$ cat config.mk
export PLATFORM = sky130hd
export DESIGN_NAME = muldiv_unit
export DESIGN_NICKNAME = d
export VERILOG_FILES = /design/src/rtl/muldiv_pkg.sv /design/src/rtl/muldiv_signfix.sv /design/src/rtl/muldiv_unit.sv
export SDC_FILE = /design/constraint.sdc
export NUM_CORES = 1
export LEC_CHECK = 0
export BUFFER_PORTS_ARGS = -buffer_cell sky130_fd_sc_hd__buf_4
export CORE_UTILIZATION = 50
export DETAILED_ROUTE_END_ITERATION = 8
export GPL_TIMING_DRIVEN = 1
export PLACE_DENSITY_LB_ADDON = 0.08
export SLEW_MARGIN = 20
export SYNTH_ARGS = -nofsm -noshare
export SYNTH_HDL_FRONTEND = slang
export SYNTH_SLANG_ARGS = --single-unit
$ cat constraint.sdc
create_clock -name clk -period 3.6 [get_ports clk]
set_clock_uncertainty 0.1 [all_clocks]
set_input_delay 0.18 -clock clk [delete_from_list [all_inputs] [get_ports clk]]
set_output_delay 0.18 -clock clk [all_outputs]
set_load 0.02 [all_outputs]
$ cat src/rtl/muldiv_pkg.sv
// Shared definitions for the iterative multiply/divide unit: funct codes,
// FSM state encoding and small decode helpers.
package muldiv_pkg;

  localparam int unsigned FUNCT_W = 6;

  localparam logic [FUNCT_W-1:0] FUNCT_MFHI  = 6'h10;
  localparam logic [FUNCT_W-1:0] FUNCT_MFLO  = 6'h12;
  localparam logic [FUNCT_W-1:0] FUNCT_MULT  = 6'h18;
  localparam logic [FUNCT_W-1:0] FUNCT_MULTU = 6'h19;
  localparam logic [FUNCT_W-1:0] FUNCT_DIV   = 6'h1A;
  localparam logic [FUNCT_W-1:0] FUNCT_DIVU  = 6'h1B;

  typedef enum logic [1:0] {
    IDLE = 2'd0,
    RUN  = 2'd1,
    FIX  = 2'd2,
    DONE = 2'd3
  } state_e;

  // True for the four multi-cycle arithmetic operations
  function automatic logic is_muldiv_op(input logic [FUNCT_W-1:0] f);
    return (f == FUNCT_MULT) || (f == FUNCT_MULTU) ||
           (f == FUNCT_DIV)  || (f == FUNCT_DIVU);
  endfunction

  // True for operations that treat operands as two's complement
  function automatic logic is_signed_op(input logic [FUNCT_W-1:0] f);
    return (f == FUNCT_MULT) || (f == FUNCT_DIV);
  endfunction

  // True for the two divide operations
  function automatic logic is_div_op(input logic [FUNCT_W-1:0] f);
    return (f == FUNCT_DIV) || (f == FUNCT_DIVU);
  endfunction

endpackage

$ cat src/rtl/muldiv_signfix.sv
// Conditional two's-complement negation. Used both as absolute value on the
// operands (neg = sign bit) and as sign correction on the results.
module muldiv_signfix #(
  parameter int unsigned W = 32
) (
  input  logic [W-1:0] value,
  input  logic         neg,
  output logic [W-1:0] result_c
);

  // Negate when requested, otherwise pass through
  assign result_c = neg ? (~value + W'(1)) : value;

endmodule

$ cat src/rtl/muldiv_unit.sv
// Iterative multiply/divide unit owning the architectural HI/LO registers.
// MULT/MULTU use shift-add, DIV/DIVU use restoring division, both on operand
// magnitudes with sign correction applied in FIX.
// Optional feature: define MULDIV_EARLY_OUT_EN to let multiplies leave RUN as
// soon as the remaining multiplier bits are all zero.
module muldiv_unit
  import muldiv_pkg::*;
#(
  parameter int unsigned WIDTH = 32
) (
  input  logic               clk,
  input  logic               rst_n,
  input  logic               in_valid,
  output logic               in_ready,
  input  logic [5:0]         funct,
  input  logic [WIDTH-1:0]   op_a,
  input  logic [WIDTH-1:0]   op_b,
  output logic               busy,
  output logic               done,
  output logic               err,
  output logic [WIDTH-1:0]   rd_data,
  output logic [WIDTH-1:0]   hi,
  output logic [WIDTH-1:0]   lo
);

  localparam int unsigned CW = $clog2(WIDTH);
  localparam int unsigned W2 = 2 * WIDTH;

  state_e           state_q, state_d;
  logic [CW-1:0]    cnt_q, cnt_d;
  // acc: product (mult) or partial remainder in the low half (div)
  logic [W2-1:0]    acc_q, acc_d;
  // mcand: left-shifting multiplicand (mult) or divisor in the low half (div)
  logic [W2-1:0]    mcand_q, mcand_d;
  // mplier: right-shifting multiplier (mult) or dividend->quotient (div)
  logic [WIDTH-1:0] mplier_q, mplier_d;
  logic             is_div_q, is_div_d;
  logic             neg_lo_q, neg_lo_d;
  logic             neg_hi_q, neg_hi_d;

  logic             ready_d, busy_d, done_d, err_d;
  logic [WIDTH-1:0] rd_data_d, hi_d, lo_d;

  logic             signed_op_c, div_op_c;
  logic             a_neg_c, b_neg_c;
  logic [WIDTH-1:0] abs_a_c, abs_b_c;
  logic [W2-1:0]    prod_fix_c;
  logic [WIDTH-1:0] quo_fix_c, rem_fix_c;
  logic [WIDTH:0]   div_trial_c;
  logic [WIDTH-1:0] div_diff_c;
  logic             div_ge_c;
  logic             run_exit_c;

  // Operand decode
  assign signed_op_c = is_signed_op(funct);
  assign div_op_c    = is_div_op(funct);
  assign a_neg_c     = signed_op_c & op_a[WIDTH-1];
  assign b_neg_c     = signed_op_c & op_b[WIDTH-1];

  muldiv_signfix #(.W(WIDTH)) u_abs_a (.value(op_a), .neg(a_neg_c), .result_c(abs_a_c));
  muldiv_signfix #(.W(WIDTH)) u_abs_b (.value(op_b), .neg(b_neg_c), .result_c(abs_b_c));

  muldiv_signfix #(.W(W2))    u_fix_prod (.value(acc_q),               .neg(neg_lo_q), .result_c(prod_fix_c));
  muldiv_signfix #(.W(WIDTH)) u_fix_quo  (.value(mplier_q),            .neg(neg_lo_q), .result_c(quo_fix_c));
  muldiv_signfix #(.W(WIDTH)) u_fix_rem  (.value(acc_q[WIDTH-1:0]),    .neg(neg_hi_q), .result_c(rem_fix_c));

  // Restoring-division trial subtract: shift in next dividend bit, compare to divisor
  assign div_trial_c = {acc_q[WIDTH-1:0], mplier_q[WIDTH-1]};
  assign div_ge_c    = div_trial_c >= {1'b0, mcand_q[WIDTH-1:0]};
  assign div_diff_c  = div_trial_c[WIDTH-1:0] - mcand_q[WIDTH-1:0];

  // RUN exit condition
`ifdef MULDIV_EARLY_OUT_EN
  assign run_exit_c = (cnt_q == CW'(0)) || (!is_div_q && (mplier_q == WIDTH'(0)));
`else
  assign run_exit_c = (cnt_q == CW'(0));
`endif

  // Next-state and datapath update
  always_comb begin
    state_d   = state_q;
    cnt_d     = cnt_q;
    acc_d     = acc_q;
    mcand_d   = mcand_q;
    mplier_d  = mplier_q;
    is_div_d  = is_div_q;
    neg_lo_d  = neg_lo_q;
    neg_hi_d  = neg_hi_q;
    done_d    = 1'b0;
    err_d     = 1'b0;
    rd_data_d = rd_data;
    hi_d      = hi;
    lo_d      = lo;

    case (state_q)
      IDLE: begin
        if (in_valid) begin
          if (funct == FUNCT_MFHI) begin
            rd_data_d = hi;
            done_d    = 1'b1;
          end else if (funct == FUNCT_MFLO) begin
            rd_data_d = lo;
            done_d    = 1'b1;
          end else if (is_muldiv_op(funct)) begin
            state_d  = RUN;
            cnt_d    = CW'(WIDTH - 1);
            acc_d    = W2'(0);
            is_div_d = div_op_c;
            if (div_op_c) begin
              mcand_d  = {WIDTH'(0), abs_b_c};
              mplier_d = abs_a_c;
              // Division by zero keeps the all-ones quotient unsigned
              neg_lo_d = (a_neg_c ^ b_neg_c) && (op_b != WIDTH'(0));
              neg_hi_d = a_neg_c;
            end else begin
              mcand_d  = {WIDTH'(0), abs_a_c};
              mplier_d = abs_b_c;
              neg_lo_d = a_neg_c ^ b_neg_c;
              neg_hi_d = 1'b0;
            end
          end else begin
            err_d = 1'b1;
          end
        end
      end
      RUN: begin
        if (is_div_q) begin
          acc_d    = {WIDTH'(0), (div_ge_c ? div_diff_c : div_trial_c[WIDTH-1:0])};
          mplier_d = {mplier_q[WIDTH-2:0], div_ge_c};
        end else begin
          if (mplier_q[0]) acc_d = acc_q + mcand_q;
          mcand_d  = mcand_q << 1;
          mplier_d = mplier_q >> 1;
        end
        if (run_exit_c) begin
          state_d = FIX;
          cnt_d   = CW'(0);
        end else begin
          cnt_d = cnt_q - CW'(1);
        end
      end
      FIX: begin
        state_d = DONE;
        done_d  = 1'b1;
        if (is_div_q) begin
          hi_d = rem_fix_c;
          lo_d = quo_fix_c;
        end else begin
          hi_d = prod_fix_c[W2-1:WIDTH];
          lo_d = prod_fix_c[WIDTH-1:0];
        end
      end
      DONE: begin
        state_d = IDLE;
      end
      default: begin
        state_d = IDLE;
      end
    endcase

    busy_d  = (state_d != IDLE);
    ready_d = (state_d == IDLE);
  end

  // State, datapath and output registers
  always_ff @(posedge clk or negedge rst_n) begin
    if (!rst_n) begin
      state_q  <= IDLE;
      cnt_q    <= CW'(0);
      acc_q    <= W2'(0);
      mcand_q  <= W2'(0);
      mplier_q <= WIDTH'(0);
      is_div_q <= 1'b0;
      neg_lo_q <= 1'b0;
      neg_hi_q <= 1'b0;
      in_ready <= 1'b1;
      busy     <= 1'b0;
      done     <= 1'b0;
      err      <= 1'b0;
      rd_data  <= WIDTH'(0);
      hi       <= WIDTH'(0);
      lo       <= WIDTH'(0);
    end else begin
      state_q  <= state_d;
      cnt_q    <= cnt_d;
      acc_q    <= acc_d;
      mcand_q  <= mcand_d;
      mplier_q <= mplier_d;
      is_div_q <= is_div_d;
      neg_lo_q <= neg_lo_d;
      neg_hi_q <= neg_hi_d;
      in_ready <= ready_d;
      busy     <= busy_d;
      done     <= done_d;
      err      <= err_d;
      rd_data  <= rd_data_d;
      hi       <= hi_d;
      lo       <= lo_d;
    end
  end

endmodule

# --- Word level (Yosys, flattened, before mapping) ---
# Index checks and enable logic that the tools add are counted.
op_classes:
  order_cmp: 1
  n_reduce_logical: 18
  add_sub_neg: 8
  muxes: 54
  eq_ne: 15
  bitwise: 10
op_table:
  columns: ["op", "n"]
  rows:
  - ["$mux W64", 12]
  - ["$mux W32", 16]
  - ["$pmux W64 S2", 2]
  - ["$add A32 B1 Y32 const B", 4]
  - ["$not A32 Y32", 4]
  - ["$add A64 B1 Y64 const B", 1]
  - ["$add A64 B64 Y64", 1]
  - ["$not A64 Y64", 1]
  - ["$pmux W32 S2", 1]
  - ["$eq A6 B5 Y1 const B", 6]
  - ["$ge A33 B32 Y1", 1]
  - ["$reduce_bool A32 Y1", 1]
  - ["$sub A32 B32 Y32", 1]
  - ["$mux W5", 5]
  - ["$reduce_and A6 Y1", 2]
  - ["$mux W1", 10]
  - ["$mux W2", 5]
  - ["$ne A2 B2 Y1 const B", 5]
  - ["$pmux W5 S2", 1]
  - ["$reduce_and A5 Y1", 2]
  - ["$pmux W2 S4", 1]
  - ["$reduce_bool A2 Y1", 3]
  - ["$logic_not A5 Y1", 1]
  - ["$logic_or A1 B1 Y1", 5]
  - ["other kinds (11)", 15]
word_totals:
  out_inout_bits: 100
  input_bits: 73
  reg_bits: 270
  elab_cells: 121

# --- Depth between registers and ports, before layout ---
# Gate-level depths: netlist of the first run.
logic_depth:
  word_depth: 10
  depth_mapped: 14
  mapped_depth_nobuf: 13

# --- By module ---
# From an unflattened synthesis of the first run, not the netlist that was laid out.
unflattened:
  cells_unflattened: 2823
  hier_area_um2: 23032.1
by_module_without_submodules:
  columns: ["mod", "n_inst", "seq_area_each_um2", "cells_each", "area_each_um2"]
  rows:
  - ["muldiv_unit", 1, 6757.7, 2230, 18393.9]
  - ["muldiv_signfix at u_abs_a ...", 4, 0.0, 99, 777.0]
  - ["muldiv_signfix at u_fix_prod", 1, 0.0, 197, 1530.2]

# --- Least setup slack after synthesis of the first run ---
# OpenSTA, ideal clock, no wires.
synth_timing:
  kind: "reg-to-reg"
  startpoint: "register acc_q[1]"
  endpoint: "register lo[16]"
  setup_ns: 0.076
  slack_ns: 0.100
  path_stages_with_launch: 13
  arrival_time_ns: 3.323
  cell_sequence: "dfrtp_1 inv_1 ha_1 or3b_4 or4_4 or4_4 or3_4 or2_1 buf_6 o41ai_2 xor2_1 mux2_2 o21ai_1"
synth_via:
  elab_chain_cells: 4
synth_lines:
  columns: ["item", "line", "text"]
  rows:
  - ["start, declared", "muldiv_unit.sv:32", "logic [W2-1:0] acc_q, acc_d;"]
  - ["start signal, assigned", "muldiv_unit.sv:170", "acc_q <= W2'(0);"]
  - ["start signal, assigned", "muldiv_unit.sv:186", "acc_q <= acc_d;"]
  - ["$not A64 Y64", "muldiv_signfix.sv:12", "assign result_c = neg ? (~value + W'(1)) : value;"]
  - ["$add A64 B1 Y64", "muldiv_signfix.sv:12", null]
  - ["$mux W64", "muldiv_signfix.sv:12", null]
  - ["$mux W32", "muldiv_unit.sv:145", "if (is_div_q) begin"]
  - ["end signal, assigned", "muldiv_unit.sv:198", "lo <= lo_d;"]
  - ["end, declared", "muldiv_unit.sv:23", "output logic [WIDTH-1:0] lo"]
# Every way passes these cells.
# A chain may end at the register's enable or synchronous reset.

# --- Final worst setup path of the first run ---
layout_timing:
  startpoint: "register acc_q[1]"
  endpoint: "register hi[16]"
layout_via:
  elab_chain_cells: 4
layout_lines:
  columns: ["item", "line", "text"]
  rows:
  - ["$not A64 Y64 or $not A32 Y32 (tied branches)", "muldiv_signfix.sv:12", null]
  - ["$add A64 B1 Y64 or $add A32 B1 Y32 (tied branches)", "muldiv_signfix.sv:12", null]
  - ["$mux W64 or $mux W32 (tied branches)", "muldiv_signfix.sv:12", null]
  - ["$mux W32 (*)", "muldiv_unit.sv:145", null]
  - ["end signal, assigned", "muldiv_unit.sv:197", "hi <= hi_d;"]
  - ["end, declared", "muldiv_unit.sv:22", "output logic [WIDTH-1:0] hi,"]
# Mark *: on every way between the ends. The rest lies on a longest branch, timed or not.

==> results of run 1 <==
[what timing repair did]
item                                   4_1_cts  5_1_grt
setup endpoints to repair                   15       68
endpoints found under the hold margin      117        0
resized for setup                           11       44
hold buffers                                51        0
setup buffers                                0        5
cloned                                       0        0
pin swaps                                    0       18
[final cells by class]
type | count | area [um2] | share of cell area
multi-input combinational | 2286 | 14600 | 0.541
sequential | 270 | 6760 | 0.250
timing repair buffer | 429 | 3430 | 0.127
clock buffer | 37 | 848 | 0.0314
tap | 585 | 732 | 0.0271
clock inverter | 20 | 312 | 0.0115
inverter | 80 | 308 | 0.0114
[power breakdown]
part	switching, mW	internal, mW	total (mW)
registers	1.15	4.05	5.20
clock network	1.45	2.19	3.64
logic	9.26	6.37	15.6
total	11.9	12.6	24.5
[registers in the layout (all words and copies together), names as in the netlist]
signal    count
acc_q        64
mcand_q      64
hi           32
lo           32
mplier_q     32
rd_data      32
cnt_q         5
state_q       2
busy          1
done          1
err           1
in_ready      1
is_div_q      1
neg_hi_q      1
neg_lo_q      1
[through the flow]
stage | power (mW) | std cells | utilization | TNS [ns] | hold WS, ns
floorplan | 14.0 | 2832 | - | 0 | -0.216
global placement | 19.9 | 3595 | 0.578 | -0.341 | 0.161
detailed placement | 20.0 | 3595 | 0.578 | -0.832 | 0.177
CTS | 23.9 | 3703 | 0.618 | -0.0181 | 0.00324
global route | 25.9 | 3707 | 0.623 | -0.305 | 0.0237
finish | 24.5 | 3707 | 0.623 | -0.0318 | 0.0115
[worst reg2reg max path: stages, from the launching register on]
cell     delay (ns)
dfrtp_1        0.40
buf_6          0.15
inv_6          0.07
ha_4           0.12
or3b_4         0.37
or4_4          0.43
or4_4          0.43
or3_4          0.36
or2_4          0.32
o41ai_4        0.31
xor2_1         0.10
mux2_4         0.26
o21ai_1        0.11
[worst min-delay path by stage]
| stage | slack, ns | end | depth (start not counted) | startpoint |
|---|---|---|---|---|
| after floorplan | -0.22 | acc_q[0]$_DFFE_PN0P_ | 0 | rst_n |
| after global placement | 0.16 | mcand_q[8]$_DFFE_PN0P_ | 1 | rst_n |
| after detailed placement | 0.18 | mcand_q[6]$_DFFE_PN0P_ | 1 | rst_n |
| after CTS | 0.003 | mplier_q[29]$_DFFE_PN0P_ | 4 | op_b[29] |
| after global routing | 0.02 | mplier_q[29]$_DFFE_PN0P_ | 4 | op_b[29] |
| final | 0.01 | mcand_q[22]$_DFFE_PN0P_ | 4 | op_b[22] |
[metal layers]
layer	GRT usage	wire, um	vias to the layer above
met1	0.522	37000	10991
met4	0.100	2290	2
met2	0.561	36000	935
li1	-	-	10673
met5	0	13	-
met3	0.0468	6820	147
[kinds of logic (layout without fill, tap and decap cells)]
| family | Yosys count | after routing | share of synthesized area |
|---|---|---|---|
| adder cells (fa/ha/maj) | 102 | 102 | 0.0583 |
| buffers and inverters | 276 | 566 | 0.0477 |
| multiplexers | 109 | 109 | 0.0505 |
| flip-flops | 270 | 270 | 0.305 |
| XOR/XNOR | 245 | 245 | 0.0969 |
| AO/OA/AOI/OAI | 863 | 863 | 0.242 |
| AND/OR/NAND/NOR | 967 | 967 | 0.200 |
[synthesized netlist by cell type (22+ instances only)]
cell	number	area, um2
nand4_1	25	156
dfrtp_1	269	6730
nand2b_1	22	138
nand2_1	464	1740
xor2_1	110	963
mux2i_1	96	961
or3_1	29	181
o21ai_0	285	1430
nand3_1	92	460
buf_1	24	90.1
a22oi_1	28	210
inv_1	80	300
a21oi_1	216	1080
o31ai_1	45	338
a31oi_1	28	175
xnor2_1	135	1180
o221ai_1	26	228
clkbuf_1	166	623
o211ai_1	22	165
ha_1	100	1250
nor2_1	144	541
a21o_1	64	480
nor3_1	52	260
and3_1	34	213
o21bai_1	22	165
==> impl_metrics.env, run 1 <==
export IMPL_status="complete, but fails checks"
export IMPL_worst_slew_pin_slew_ns=1.16
export IMPL_dp_slack_ns=-0.136
export IMPL_final_cell_mix="463 x nand2_1, 370 x buf_4, 280 x o21ai_0"
export IMPL_reg2reg_depth=12
export IMPL_synthFlopType="dfrtp_1"
export IMPL_antenna_found_initial=4
export IMPL_htree_levels=1
export IMPL_slew_viol_final=0
export IMPL_drt_iter0_markers=2384
export IMPL_cts_sinks=270
export IMPL_yosysWarnings=0
export IMPL_syn_to_final_growth_pct=21.9
export IMPL_arrival_ns=4.04
export IMPL_cts_tree="yes"
export IMPL_final_antenna_net_count=0
export IMPL_drtPass1Iterations=6
export IMPL_grt_pass1_vias=21424
export IMPL_grt_max_degree=127
export IMPL_dieArea_um2=45200
export IMPL_synth_cell_types=79
export IMPL_ios=173
export IMPL_final_common_cell="nand2_1"
export IMPL_rsz0062_at_grt="true"
export IMPL_row_count=76
export IMPL_cp_buffers_inverters=2
export IMPL_async_flop_share=1.00
export IMPL_grt_usage=0.361
export IMPL_wire_per_inst_um=22.2
export IMPL_vdd_drop_max_v=0.000797
export IMPL_reg2reg_from="acc_q[1]$_DFFE_PN0P_"
export IMPL_io_buffers=172
export IMPL_cts_root_buf="clkbuf_16"
export IMPL_postPlaceCellArea_um2=25100
export IMPL_crit_start="acc_q[1]$_DFFE_PN0P_"
export IMPL_synth_seq_area_share=0.305
export IMPL_path_max_fanout=6
export IMPL_post_route_drc_count=0
export IMPL_crit_end="hi[16]$_DFFE_PN0P_"
export IMPL_cts_buffers=31
export IMPL_fill_cells=3896
export IMPL_syn_avg_cell_area_um2=7.82
export IMPL_grt_overflow=0
export IMPL_gp_congestion=0.997
export IMPL_setup_violations=2
export IMPL_n_antenna_cell=0
export IMPL_via_per_inst=6.14
export IMPL_crit_top_cell="or4_4"
export IMPL_ff2ff_setup_slack_ns=-0.02
export IMPL_hold_path_class="in2reg"
export IMPL_setup_ws_ns=-0.0166
export IMPL_crit_required_ns=4.02
export IMPL_maxSlewHeadroom=0.226
export IMPL_p_leak_nw=12.3
export IMPL_path_depth=12
export IMPL_period_share=1.00
export IMPL_drv_cap=0
export IMPL_layout_drive_gt1_share=0.164
export IMPL_core_um2=43400
export IMPL_nets=3273
export IMPL_die_w_um=213
export IMPL_dp_hpwl_um=63600
export IMPL_clk_pin_slew_worst_paths_ns=0.06
export IMPL_cpMaxStageDelayCell="or4_4"
export IMPL_netlist_area_um2=22200
export IMPL_die_h_um=213
export IMPL_num_vias=22748
export IMPL_violations="negative setup slack"
export IMPL_fin_area_um2=27000
export IMPL_syn_nets=3007
export IMPL_ys_ff_latch=270
export IMPL_clk_path_buf_depth=3
export IMPL_worst_setup_path_start_kind="flip-flop"
export IMPL_syn_inst=2832
export IMPL_path_cells="buf_6, inv_6, ha_4, or3b_4, or4_4, or4_4, or3_4, or2_4, o41ai_4, xor2_1, mux2_4, o21ai_1"
export IMPL_cpPeakStageDelay_ns=0.43
export IMPL_clk_latency_ns=0.61
export IMPL_hold_violations=0
export IMPL_grt_pass1_wl_um=125000
export IMPL_start_util=0.511
export IMPL_synth_edff_count=0
export IMPL_fmax_ghz=0.277
export IMPL_cp_top_family="simple AND/OR/NAND/NOR gates"
export IMPL_layout_min_cycle_time_ns=3.62
export IMPL_drt_wl_total_um=82100
export IMPL_crit_type="reg2reg"
export IMPL_powerDensity_nw_per_um2=906
export IMPL_worstSetupEndpointType="flip-flop"
export IMPL_r2r_end="hi[16]$_DFFE_PN0P_"
No activity file was read; power rests on OpenSTA's default activity.
==> inputs of run 2 (changes only) <==
ABC_AREA = 1   (was default)
==> impl_metrics.env, run 2 <==
export IMPL_status="finished clean"
export IMPL_vdd_drop_max_v=0.000600
export IMPL_die_w_um=232
export IMPL_synthTopCellsByCount="1,535 x nand2_1, 615 x inv_1, 540 x nor2_1, 390 x nand3_1, 306 x a21oi_1"
export IMPL_dr_wl_met2_um=47800
export IMPL_netlist_area_um2=26500
export IMPL_setup_violations=0
export IMPL_cts_buffers=34
export IMPL_syn_avg_cell_area_um2=5.80
export IMPL_worst_setup_path_start_kind="flip-flop"
export IMPL_fin_total_pwr_mw=31.5
export IMPL_cts_root_buf="clkbuf_16"
export IMPL_period_share=0.968
export IMPL_ys_top_cells_by_area="dfrtp_1 25%, nand2_1 22%, inv_1 8.7%"
export IMPL_post_route_drc_count=0
export IMPL_syn_nets=4744
export IMPL_die_h_um=232
export IMPL_drtPass1Iterations=7
export IMPL_synth_most_common_cell="nand2_1"
export IMPL_hold_path_class="in2reg"
export IMPL_drt_wl_total_um=113000
export IMPL_wire_per_inst_um=20.8
export IMPL_grt_overflow=0
export IMPL_clk_pin_slew_worst_paths_ns=0.06
export IMPL_p_leak_nw=15.6
export IMPL_yosysWarnings=0
export IMPL_drv_cap=0
export IMPL_synth_edff_count=0
export IMPL_path_cells="inv_1, ha_1, nand3_2, nor2_1, nand2_1, nor2_2, xor2_1, nand2_1, a21oi_1, a21oi_1"
export IMPL_grt_max_degree=96
export IMPL_start_util=0.506
export IMPL_num_vias=30805
export IMPL_yosysTopAreaCell="dfrtp_1"
export IMPL_via_per_inst=5.69
export IMPL_final_cell_mix="1,533 x nand2_1, 614 x inv_1, 538 x nor2_1"
export IMPL_dp_hpwl_um=90700
export IMPL_arrival_ns=3.83
export IMPL_hold_slack_ns=0.0234
export IMPL_cts_setup_buffers=0
export IMPL_largestRegisters="acc_q (64), mcand_q (64)"
export IMPL_synth_cell_types=53
export IMPL_rsz0062_at_grt="false"
export IMPL_antenna_found_initial=1
export IMPL_core_um2=52400
export IMPL_crit_type="reg2reg"
export IMPL_cpMaxStageDelayCell="xor2_1"
export IMPL_setup_tns_ns=0
export IMPL_clk_path_buf_depth=3
export IMPL_top_layer_used="met4"
export IMPL_grt_pass1_wl_um=168000
export IMPL_synth_top_cell_area_share=0.254
export IMPL_drt_iter0_markers=3880
export IMPL_hold_violations=0
export IMPL_syn_inst=4569
export IMPL_met1Wirelength_um=48000
export IMPL_cp_top_family="simple AND/OR/NAND/NOR gates"
export IMPL_cts_repair_resized=0
export IMPL_htree_levels=2
export IMPL_cts_sinks=270
export IMPL_layout_min_cycle_time_ns=3.49
export IMPL_synth_seq_area_share=0.255
export IMPL_syn_to_final_growth_pct=12.2
export IMPL_clk_latency_ns=0.58
export IMPL_final_common_cell="nand2_1"
export IMPL_worstSetupEndpointType="flip-flop"
export IMPL_nets=4871
export IMPL_cts_tree="yes"
export IMPL_ys_ff_latch=270
export IMPL_hold_buffers=10
export IMPL_row_count=84
export IMPL_fmax_ghz=0.287
export IMPL_gp_congestion=1.05
export IMPL_io_buffers=172
export IMPL_cpPeakStageDelay_ns=0.62
export IMPL_worst_slew_pin_slew_ns=1.09
export IMPL_grt_usage=0.411
export IMPL_routed_wl_met3_um=10200
export IMPL_path_max_fanout=6
export IMPL_ios=173
export IMPL_dieArea_um2=53900
export IMPL_powerDensity_nw_per_um2=1060
export IMPL_cp_buffers_inverters=1
export IMPL_final_antenna_net_count=0
export IMPL_async_flop_share=1.00
export IMPL_grt_pass1_vias=27575
export IMPL_crit_required_ns=3.94
export IMPL_slew_viol_final=0
export IMPL_layout_drive_gt1_share=0.0769
export IMPL_synthFlopType="dfrtp_1"
export IMPL_maxSlewHeadroom=0.270
==> run 2: cell count changes in the layout (fill, tap and decap cells not counted), sizes merged, moves of 91 or more <==
| cell | previous run | this run |
|---|---|---|
| nand2 | 464 | 1548 |
| inv | 82 | 634 |
| nor2 | 144 | 562 |
| nand3 | 92 | 395 |
| buf | 378 | 226 |
| xnor2 | 135 | 32 |
| mux2i | 96 | 0 |
| a21oi | 216 | 307 |
==> run 2: worst register-to-register path, cell delays in order (launching register included) <==
cell     delay (ns)
dfrtp_1        0.54
inv_1          0.34
ha_1           0.31
nand3_2        0.16
nor2_1         0.32
nand2_1        0.22
nor2_2         0.39
xor2_1         0.62
nand2_1        0.10
a21oi_1        0.18
a21oi_1        0.09
==> run 2: cells by family after synthesis <==
logic type	count (synthesis)	share of synthesized area
buffers and inverters	776	0.113
flip-flops	270	0.255
AND/OR/NAND/NOR	2599	0.401
XOR/XNOR	88	0.0291
adder cells (fa/ha/maj)	102	0.0487
AO/OA/AOI/OAI	734	0.153
==> run 2: path summary, 6_finish.rpt <==
path	startpoint	end	slack [ns]	depth (start not counted)
hold / removal	op_b[0]	mcand_q[0]$_DFFE_PN0P_	0.02	3
hold reg to reg	cnt_q[4]$_DFFE_PN0P_	cnt_q[4]$_DFFE_PN0P_	0.41	2
setup reg to reg	acc_q[0]$_DFFE_PN0P_	hi[30]$_DFFE_PN0P_	0.11	10
min in group asynchronous	rst_n	acc_q[63]$_DFFE_PN0P_	0.12	2
setup / recovery	acc_q[0]$_DFFE_PN0P_	hi[30]$_DFFE_PN0P_	0.11	10
max in group asynchronous	rst_n	rd_data[17]$_DFFE_PN0P_	2.23	3
==> run 2: layer usage <==
layer  global-route usage  vias up
met5                    0        -
met3               0.0544      272
met1                0.569    14064
met4                0.222        0
met2                0.617     1600
li1                     -    14869
==> run 2: per-stage QoR <==
stage,instances,instance area [um2],setup slack (ns),util
CTS,5409,29700,0.219,0.567
finish,5410,29700,0.114,0.567
global route,5410,29700,0.0261,0.567
global placement,5338,28500,0.169,0.543
floorplan,4569,26500,1.30,-
detailed placement,5338,28500,0.229,0.543
==> run 2: layout make-up <==
class                           instances  area [um2]
Timing Repair Buffer                  236        1820
Clock inverter                         18         210
Multi-Input combinational cell       3523       16800
Inverter                              631        2370
Clock buffer                           43         945
Antenna cell                            1        2.50
Fill cell                            5536       22700
Sequential cell                       270        6760
Tap cell                              688         861
==> run 2: power by group <==
group / switching (mW) / total, mW / internal (mW)
Combinational: 14.8 / 21.5 / 6.64
Clock: 1.50 / 3.60 / 2.10
Sequential: 2.00 / 6.42 / 4.42
Total: 18.3 / 31.5 / 13.2
